--- config.mk ---
export PLATFORM = sky130hd
export DESIGN_NAME = pattern_scan_engine
export DESIGN_NICKNAME = d
export VERILOG_FILES = /design/src/rtl/pse_pkg.sv /design/src/rtl/window_match_unit.sv /design/src/rtl/pattern_scan_engine.sv
export SDC_FILE = /design/constraint.sdc
export NUM_CORES = 1
export LEC_CHECK = 0
export BUFFER_PORTS_ARGS = -buffer_cell sky130_fd_sc_hd__buf_4
export CORE_MARGIN = 2
export CORE_UTILIZATION = 42
export DETAILED_ROUTE_END_ITERATION = 6
export PLACE_DENSITY = 0.69
export SYNTH_ARGS = -nofsm -noshare
export SYNTH_HDL_FRONTEND = slang
export SYNTH_SLANG_ARGS = --single-unit
--- constraint.sdc ---
create_clock -name CLK -period 4.16 [get_ports CLK]
set_input_delay 0.208 -clock CLK [delete_from_list [all_inputs] [get_ports CLK]]
set_output_delay 0.208 -clock CLK [all_outputs]
set_load 0.03 [all_outputs]
--- src/rtl/pse_pkg.sv ---
// Shared types and default geometry for the pattern scan engine.
package pse_pkg;

    typedef enum logic [2:0] {
        IDLE   = 3'd0,
        LD_PAT = 3'd1,
        SCAN   = 3'd2,
        WR_CTB = 3'd3,
        WR_CTO = 3'd4,
        WR_CTS = 3'd5,
        DONE   = 3'd6
    } pse_state_t;

    localparam int DEF_PAT_W     = 5;
    localparam int DEF_MSG_BYTES = 32;
    localparam int DEF_ADDR_W    = 8;
    localparam int DEF_CNT_W     = 8;
    localparam int DEF_MSG_BASE  = 0;
    localparam int DEF_PAT_ADDR  = 32;
    localparam int DEF_RES_ADDR  = 33;

    // Within-byte plus crossing matches never exceed 8, so 4 bits suffice.
    localparam int INC_W = 4;

    function automatic int windows_per_byte(input int pat_w);
        return 9 - pat_w;
    endfunction

endpackage

--- src/rtl/window_match_unit.sv ---
// Counts pattern hits in one message byte and in the windows straddling the
// boundary with the previous byte (bit 7 is the earliest bit of a byte).
module window_match_unit
    import pse_pkg::*;
#(
    parameter int PAT_W = DEF_PAT_W
) (
    input  logic [PAT_W-2:0] prev,
    input  logic [7:0]       cur,
    input  logic [PAT_W-1:0] pat,
    input  logic             first,
    output logic [INC_W-1:0] in_cnt,
    output logic [INC_W-1:0] cross_cnt,
    output logic             any_in
);

    localparam int N_IN  = windows_per_byte(PAT_W);
    localparam int CAT_W = PAT_W + 7;

    logic [CAT_W-1:0] cat;

    assign cat = {prev, cur};

    always_comb begin
        in_cnt    = '0;
        cross_cnt = '0;
        for (int k = 0; k < N_IN; k++) begin
            if (cur[k +: PAT_W] == pat) begin
                in_cnt = in_cnt + INC_W'(1);
            end
        end
        // Windows starting above N_IN-1 pull their leading bits from prev.
        for (int k = N_IN; k < 8; k++) begin
            if (!first && (cat[k +: PAT_W] == pat)) begin
                cross_cnt = cross_cnt + INC_W'(1);
            end
        end
    end

    assign any_in = (in_cnt != '0);

endmodule

--- src/rtl/pattern_scan_engine.sv ---
// Bit-pattern counting accelerator sharing the single data-memory port:
// loads pattern and message, then writes ctb/cto/cts result bytes.
//
// state  | meaning
// IDLE   | waiting for start, memory port quiet
// LD_PAT | reading pattern byte at PAT_ADDR
// SCAN   | reading message byte idx and accumulating counts
// WR_CTB | writing within-byte match count
// WR_CTO | writing count of bytes with any match
// WR_CTS | writing whole-string match count
// DONE   | results committed, done held until next start
module pattern_scan_engine
    import pse_pkg::*;
#(
    parameter int PAT_W     = DEF_PAT_W,
    parameter int MSG_BYTES = DEF_MSG_BYTES,
    parameter int ADDR_W    = DEF_ADDR_W,
    parameter int CNT_W     = DEF_CNT_W,
    parameter int MSG_BASE  = DEF_MSG_BASE,
    parameter int PAT_ADDR  = DEF_PAT_ADDR,
    parameter int RES_ADDR  = DEF_RES_ADDR
) (
    input  logic              CLK,
    input  logic              Reset,
    input  logic              start,
    output logic [ADDR_W-1:0] mem_addr,
    input  logic [7:0]        mem_rdata,
    output logic [7:0]        mem_wdata,
    output logic              mem_we,
    output logic              busy,
    output logic              done
);

    localparam int SUM_W = CNT_W + INC_W;

    pse_state_t         state;
    logic [PAT_W-1:0]   pat;
    logic [PAT_W-2:0]   prev;
    logic [ADDR_W-1:0]  idx;
    logic [CNT_W-1:0]   ctb;
    logic [CNT_W-1:0]   cto;
    logic [CNT_W-1:0]   cts;

    logic [INC_W-1:0]   in_cnt;
    logic [INC_W-1:0]   cross_cnt;
    logic [INC_W-1:0]   total_inc;
    logic               any_in;
    logic               first;
    logic               last;
    logic [7:0]         ctb_byte;
    logic [7:0]         cto_byte;
    logic [7:0]         cts_byte;

    // Increment is widened before the add so a large step cannot wrap.
    function automatic logic [CNT_W-1:0] sat_add(input logic [CNT_W-1:0] a,
                                                 input logic [INC_W-1:0] inc);
        logic [SUM_W-1:0] s;
        s = SUM_W'(a) + SUM_W'(inc);
        if (s[SUM_W-1:CNT_W] != '0) begin
            return '1;
        end
        return s[CNT_W-1:0];
    endfunction

    assign first     = (idx == '0);
    assign last      = (idx == ADDR_W'(MSG_BYTES - 1));
    assign total_inc = in_cnt + cross_cnt;

    window_match_unit #(
        .PAT_W (PAT_W)
    ) u_match (
        .prev      (prev),
        .cur       (mem_rdata),
        .pat       (pat),
        .first     (first),
        .in_cnt    (in_cnt),
        .cross_cnt (cross_cnt),
        .any_in    (any_in)
    );

    generate
        if (CNT_W >= 8) begin : g_res_trunc
            assign ctb_byte = ctb[7:0];
            assign cto_byte = cto[7:0];
            assign cts_byte = cts[7:0];
        end else begin : g_res_pad
            assign ctb_byte = {{(8 - CNT_W){1'b0}}, ctb};
            assign cto_byte = {{(8 - CNT_W){1'b0}}, cto};
            assign cts_byte = {{(8 - CNT_W){1'b0}}, cts};
        end
    endgenerate

    always_ff @(posedge CLK or posedge Reset) begin
        if (Reset) begin
            state <= IDLE;
            pat   <= '0;
            prev  <= '0;
            idx   <= '0;
            ctb   <= '0;
            cto   <= '0;
            cts   <= '0;
        end else begin
            case (state)
                IDLE, DONE: begin
                    if (start) begin
                        state <= LD_PAT;
                        ctb   <= '0;
                        cto   <= '0;
                        cts   <= '0;
                    end
                end
                LD_PAT: begin
                    pat   <= mem_rdata[7:8-PAT_W];
                    idx   <= '0;
                    state <= SCAN;
                end
                SCAN: begin
                    ctb  <= sat_add(ctb, in_cnt);
                    cto  <= sat_add(cto, INC_W'(any_in));
                    cts  <= sat_add(cts, total_inc);
                    prev <= mem_rdata[PAT_W-2:0];
                    idx  <= idx + ADDR_W'(1);
                    if (last) begin
                        state <= WR_CTB;
                    end
                end
                WR_CTB:  state <= WR_CTO;
                WR_CTO:  state <= WR_CTS;
                WR_CTS:  state <= DONE;
                default: state <= IDLE;
            endcase
        end
    end

    // Port outputs decode straight from state so an async reset silences them at once.
    always_comb begin
        mem_addr  = '0;
        mem_wdata = '0;
        mem_we    = 1'b0;
        case (state)
            LD_PAT: mem_addr = ADDR_W'(PAT_ADDR);
            SCAN:   mem_addr = ADDR_W'(MSG_BASE) + idx;
            WR_CTB: begin
                mem_addr  = ADDR_W'(RES_ADDR);
                mem_wdata = ctb_byte;
                mem_we    = 1'b1;
            end
            WR_CTO: begin
                mem_addr  = ADDR_W'(RES_ADDR + 1);
                mem_wdata = cto_byte;
                mem_we    = 1'b1;
            end
            WR_CTS: begin
                mem_addr  = ADDR_W'(RES_ADDR + 2);
                mem_wdata = cts_byte;
                mem_we    = 1'b1;
            end
            default: begin
                mem_addr  = '0;
                mem_wdata = '0;
                mem_we    = 1'b0;
            end
        endcase
    end

    assign busy = (state != IDLE) && (state != DONE);
    assign done = (state == DONE);

endmodule

After elaboration in Yosys (flattened, before gate mapping) --
Cells that the tools add are included.
Cells by class: reductions and logical operators 19, muxes and demuxes 31, $add $sub $neg 11, equality and inequality tests 18
Operators with widths (number):
- $pmux 8 s2 | 4
- $mux 8 | 7
- $eq 5x5->1 | 8
- $pmux 8 s5 | 1
- $mux 4 | 6
- $pmux 8 s3 | 1
- $add 8x4->9 | 2
- $pmux 3 s6 | 1
- $add 4x1->4 const B | 4
- $reduce_bool 4->1 | 4
- $add 8x1->9 | 1
- $eq 3x3->1 const B | 3
- $mux 1 | 9
- $add 8x1->8 const B | 1
- $eq 8x5->1 const B | 1
- $logic_not 8->1 | 1
- $eq 3x2->1 const B | 2
- $mux 3 | 2
- $logic_and 1x1->1 | 5
- $add 1x1->2 const B | 2
- $add 4x4->4 | 1
- $ne 2x2->1 const B | 2
- $reduce_and 2->1 | 2
- $reduce_bool 2->1 | 2
- other kinds (7) | 7
Word-level totals: output and inout port bits 19, logic and storage cells 86, register bits after elaboration 44

Depth between registers and ports, before layout --
depth after elaboration 17, depth in mapped cells 21

Hierarchy --
A second synthesis with hierarchy kept.
Unflattened totals: cells, all modules 434, area, all modules 3674.8 um2
Modules (own cells, without submodules):
- pattern_scan_engine | sequential area each 1101.1 um2, area an instance 2862.7 um2, times used 1, cells each 329
- window_match_unit | sequential area each 0.0 um2, area an instance 812.0 um2, times used 1, cells each 105

Worst setup path before layout --
Ideal clock, no wire load.
path kind flip-flop to flip-flop, start reg pat[1], end reg cts[5], path slack -299 ps, data arrival time 4372 ps, stages on the path, launching flop included 20, path buffers 1, data required time 4073 ps, clock period less this slack 4459 ps, cell sequence dfrtp_1 buf_4 xor2_1 nor2_1 and4_1 ha_1 or4_4 nand2_1 ha_1 and3_1 a31oi_2 inv_1 fa_1 inv_1 fa_1 nor2b_1 o21ai_0 a211oi_1 a22oi_1 o211ai_1
Between the ends: word-level cells in the longest chain between the ends 16
RTL lines:
- start: declaration | RTL line pattern_scan_engine.sv:37 | logic [PAT_W-1:0] pat;
- start signal: assignment | RTL line pattern_scan_engine.sv:113 | pat <= mem_rdata[7:8-PAT_W];
- $eq 5x5->1 | RTL line window_match_unit.sv:34 | if (!first && (cat[k +: PAT_W] == pat)) begin
- $logic_and 1x1->1 | RTL line window_match_unit.sv:34
- $mux 1 | RTL line window_match_unit.sv:34
- $add 1x1->2 | RTL line window_match_unit.sv:35 | cross_cnt = cross_cnt + INC_W'(1);
- $mux 4 | RTL line window_match_unit.sv:34
- $add 4x1->4 | RTL line window_match_unit.sv:35
- $mux 4 | RTL line window_match_unit.sv:34
- $add 4x1->4 | RTL line window_match_unit.sv:35
- $mux 4 | RTL line window_match_unit.sv:34
- $add 4x4->4 * | RTL line pattern_scan_engine.sv:67 | assign total_inc = in_cnt + cross_cnt;
- $add 8x4->9 * | RTL line pattern_scan_engine.sv:58 | s = SUM_W'(a) + SUM_W'(inc);
- $reduce_bool 4->1 | RTL line pattern_scan_engine.sv:59 | if (s[SUM_W-1:CNT_W] != '0) begin
- $mux 1 | RTL line pattern_scan_engine.sv:59
- $mux 1 | RTL line pattern_scan_engine.sv:103 | case (state)
- $mux 8 * | RTL line pattern_scan_engine.sv:62 | return s[CNT_W-1:0];
- $pmux 8 s2 * | RTL line pattern_scan_engine.sv:103
- end signal: assignment | RTL line pattern_scan_engine.sv:120 | cts <= sat_add(cts, total_inc);
- end: declaration | RTL line pattern_scan_engine.sv:42 | logic [CNT_W-1:0] cts;
Every way passes the cells marked *; elsewhere a longest branch is shown, timed or not. The select of a mux whose other input is x is not followed. A chain may end at the register's enable or synchronous reset.

Worst setup path after layout --
start reg pat[1], end reg cts[1]
Same word-level chain as after synthesis.

==> flow_metrics.env <==
export IMPL_avgRoutedWirePerCell_um=14.2
export IMPL_drt_first_pass_iters=4
export IMPL_clkTransAtPathRegs_ps=90
export IMPL_async_set_reset_flop_share_out_of_synthesis_pct=100
export IMPL_ys_flop_type="dfrtp_1"
export IMPL_via_count_of_the_first_global_routing_pass=3080
export IMPL_post_route_util_pct=53.1
export IMPL_ff2ff_setup_slack_ps=30
export IMPL_start_util_pct=43.5
export IMPL_power_leakage_nw=2.09
export IMPL_cp_endpoint="cts[1]"
export IMPL_achievable_frequency_mhz=242
export IMPL_post_route_drc_count=0
export IMPL_globalRoute_totalOverflow=0
export IMPL_worstMarginPinSlew_ps=809
export IMPL_finalHoldWorstSlack_ps=59.1
export IMPL_buffers_from_clock_root_to_sink_at_most=2
export IMPL_core_area_um2=8220
export IMPL_fp_dieH_um=96.2
export IMPL_syn_area_um2=3570
export IMPL_netlist_top_cells_area="dfrtp_1, ha_1, xor2_1"
export IMPL_floorplan_die_area_um2=9260
export IMPL_clk_insertion_delay_late_ps=290
export IMPL_start_kind="register"
export IMPL_synth_nets=466
export IMPL_setup_viol=0
export IMPL_cts_buffers=5
export IMPL_finClkSkew_ps=12.5
export IMPL_share_comb_of_total_power_pct=59.7
export IMPL_fillCellCount=756
export IMPL_layout_min_cycle_time_ps=4130
export IMPL_num_vias=3143
export IMPL_ff_to_ff_end="cts[1]"
export IMPL_ys_top_cells_by_count="nand2_1, o21ai_0, dfrtp_1, xor2_1, inv_1"
export IMPL_number_of_unique_standard_cell_types_used_by_synthesis=57
export IMPL_synthDominantAreaCellType="dfrtp_1"
export IMPL_power_switching_share_pct=45.2
export IMPL_io_pins=30
export IMPL_crit_fanout=7
export IMPL_rr_startpoint="pat[1]"
export IMPL_register_area_um2=1100
export IMPL_cp_startpoint="pat[1]"
export IMPL_grt_antenna_before_repair=0
export IMPL_share_seq_of_total_power_pct=29.5
export IMPL_final_area_um2=4360
export IMPL_port_buffers=29
export IMPL_clock_share_of_power_pct=10.8
export IMPL_grt_first_pass_wirelength_mm=14.2
export IMPL_route_antenna_remaining_nets=0
export IMPL_max_vdd_ir_drop_v=0.000351
export IMPL_root_buffer="clkbuf_8"
export IMPL_critPathArrivalTime_ps=4340
export IMPL_dpl_cell_area_um2=4090
export IMPL_ys_ff_latch=44
export IMPL_drt_iter0_drc=123
export IMPL_run_status="completed"
export IMPL_endpoint_kind="register"
export IMPL_maxSlewViolCount=0
export IMPL_grt_max_degree=45
export IMPL_rows=33
export IMPL_floorplan_die_width_um=96.2
export IMPL_detail_route_wirelength_mm=8.42
export IMPL_htree_levels=2
export IMPL_detailedPlacementHpwl_mm=6.14
export IMPL_synth_edf_count=0
export IMPL_number_of_maximum_capacitance_violations=0
export IMPL_syn_avg_cell_area_um2=8.29
export IMPL_place_congestion=0.905
export IMPL_cts_tree="built"
export IMPL_synthMostInstantiatedCell="nand2_1"
export IMPL_cts_num_sinks=44
export IMPL_timing_max_slew_rel_slack_pct=45.3
export IMPL_postSynthCellCount=431
export IMPL_pwr_density_cell_nw_per_um2=547
export IMPL_synth_largest_type_area_fraction_pct=30.8
export IMPL_internal_power_mw=1.31
export IMPL_power_net_switching_mw=1.08
export IMPL_crit_type="reg2reg"
export IMPL_hold_bufs_at_cts=0
export IMPL_grt_total_usage_pct=19.2
export IMPL_synth_seq_area_share_pct=30.8
export IMPL_hold_violations=0
export IMPL_cp_data_required_time_ps=4370
export IMPL_layout_worst_path_cycle_share_pct=99.3
export IMPL_place_detailed_instances=576
export IMPL_instances_no_fill=592
export IMPL_synth_warnings=0
export IMPL_layout_cell_share_with_drive_strength_beyond_1_pct=25.5
export IMPL_multi_input_comb_area_um2=2380
export IMPL_r2r_cells=19
export IMPL_rsz0062_at_grt="yes"
export IMPL_overall_power_after_layout_mw=2.38
export IMPL_finalNetCount=522
export IMPL_worst_hold_path_type="in2async"
export IMPL_route_detailed_vias_per_inst=5.31
export IMPL_layout_area_overhead_vs_synth_pct=22.0
export IMPL_num_antenna_cells=0
registers in the layout (all words and copies together), names as in the netlist:
name and count:
cts 8, state 3, cto 8, idx 8
ctb 8, prev 4, pat 5
kinds of logic after synthesis:
family                     synth area share, %
adders and majority gates                 9.03
buffers and inverters                     6.58
DFF                                       30.8
and+or+nand+nor                           20.6
xor gates and xnor gates                  11.3
other                                    0.105
muxes                                     4.69
AOI/OAI and AO/OA                         16.9
worst min path at each step:
stage	startpoint	to	cells after the start	slack, ps
global placement	Reset	prev[0]	3	390
finish	Reset	idx[2]	3	60
detailed placement	Reset	prev[1]	3	400
floorplan	mem_rdata[0]	prev[0]	2	310
global route	Reset	prev[2]	3	90
CTS	Reset	idx[6]	3	70
final cells by class:
class	count	share of cell area (%)
clock buffer	6	1.66
clock inverter	1	0.115
inverter	26	2.24
multi-input combinational	334	54.5
sequential	44	25.3
tap	105	3.01
timing repair buffer	76	13.1
repair_timing:
item,CTS,global route
setup buffers,6,4
endpoints found under the setup margin,8,16
hold endpoints to repair,0,0
resized for setup,13,16
pin swaps,11,8
routing by layer:
layer,GRT usage (%),vias to the layer above,share of wire [%]
met5,0,-,0
met2,34.0,54,52
met3,2.90,5,3.3
met1,25.1,1501,44
li1,-,1583,-
met4,3.21,0,0.42
power by group through the flow:
stage	combinational (mW)	clock, mW	sequential (mW)
floorplan	1.02	0	0.600
global route	1.58	0.287	0.729
global placement	1.30	0	0.700
finish	1.42	0.257	0.704
detailed placement	1.33	0	0.708
CTS	1.40	0.264	0.701
critical path, cell delays in order, from the launching register on:
cell,delay [ps]
dfrtp_2,450
xor2_1,170
nor2_1,110
and4_4,240
ha_4,200
or4_4,450
nand2_4,100
ha_4,190
and3_4,150
a31oi_4,150
inv_2,80
fa_2,550
inv_2,40
fa_2,380
nor2b_4,160
o21ai_2,90
a211oi_2,220
buf_4,170
nor2b_1,40
o22ai_1,110
through the flow:
step / setup WS, ps / TNS, ps
3_3_place_gp: -52.1 / -260
4_1_cts: 1.39 / 0
2_1_floorplan: 8.50 / 0
5_1_grt: -166 / -935
3_5_place_dp: -213 / -1370
6_report: 30.3 / 0
cell usage in the layout (no fill, tap or decap), types with 10 or more instances in the layout:
cell type / instances
xor2_1: 27
o21ai_0: 43
a21oi_1: 14
inv_1: 21
buf_4: 76
ha_1: 17
mux2i_1: 10
xnor2_1: 18
nor2_1: 25
dfrtp_1: 41
nand2_1: 55
Power figures use the tool's default switching activity.
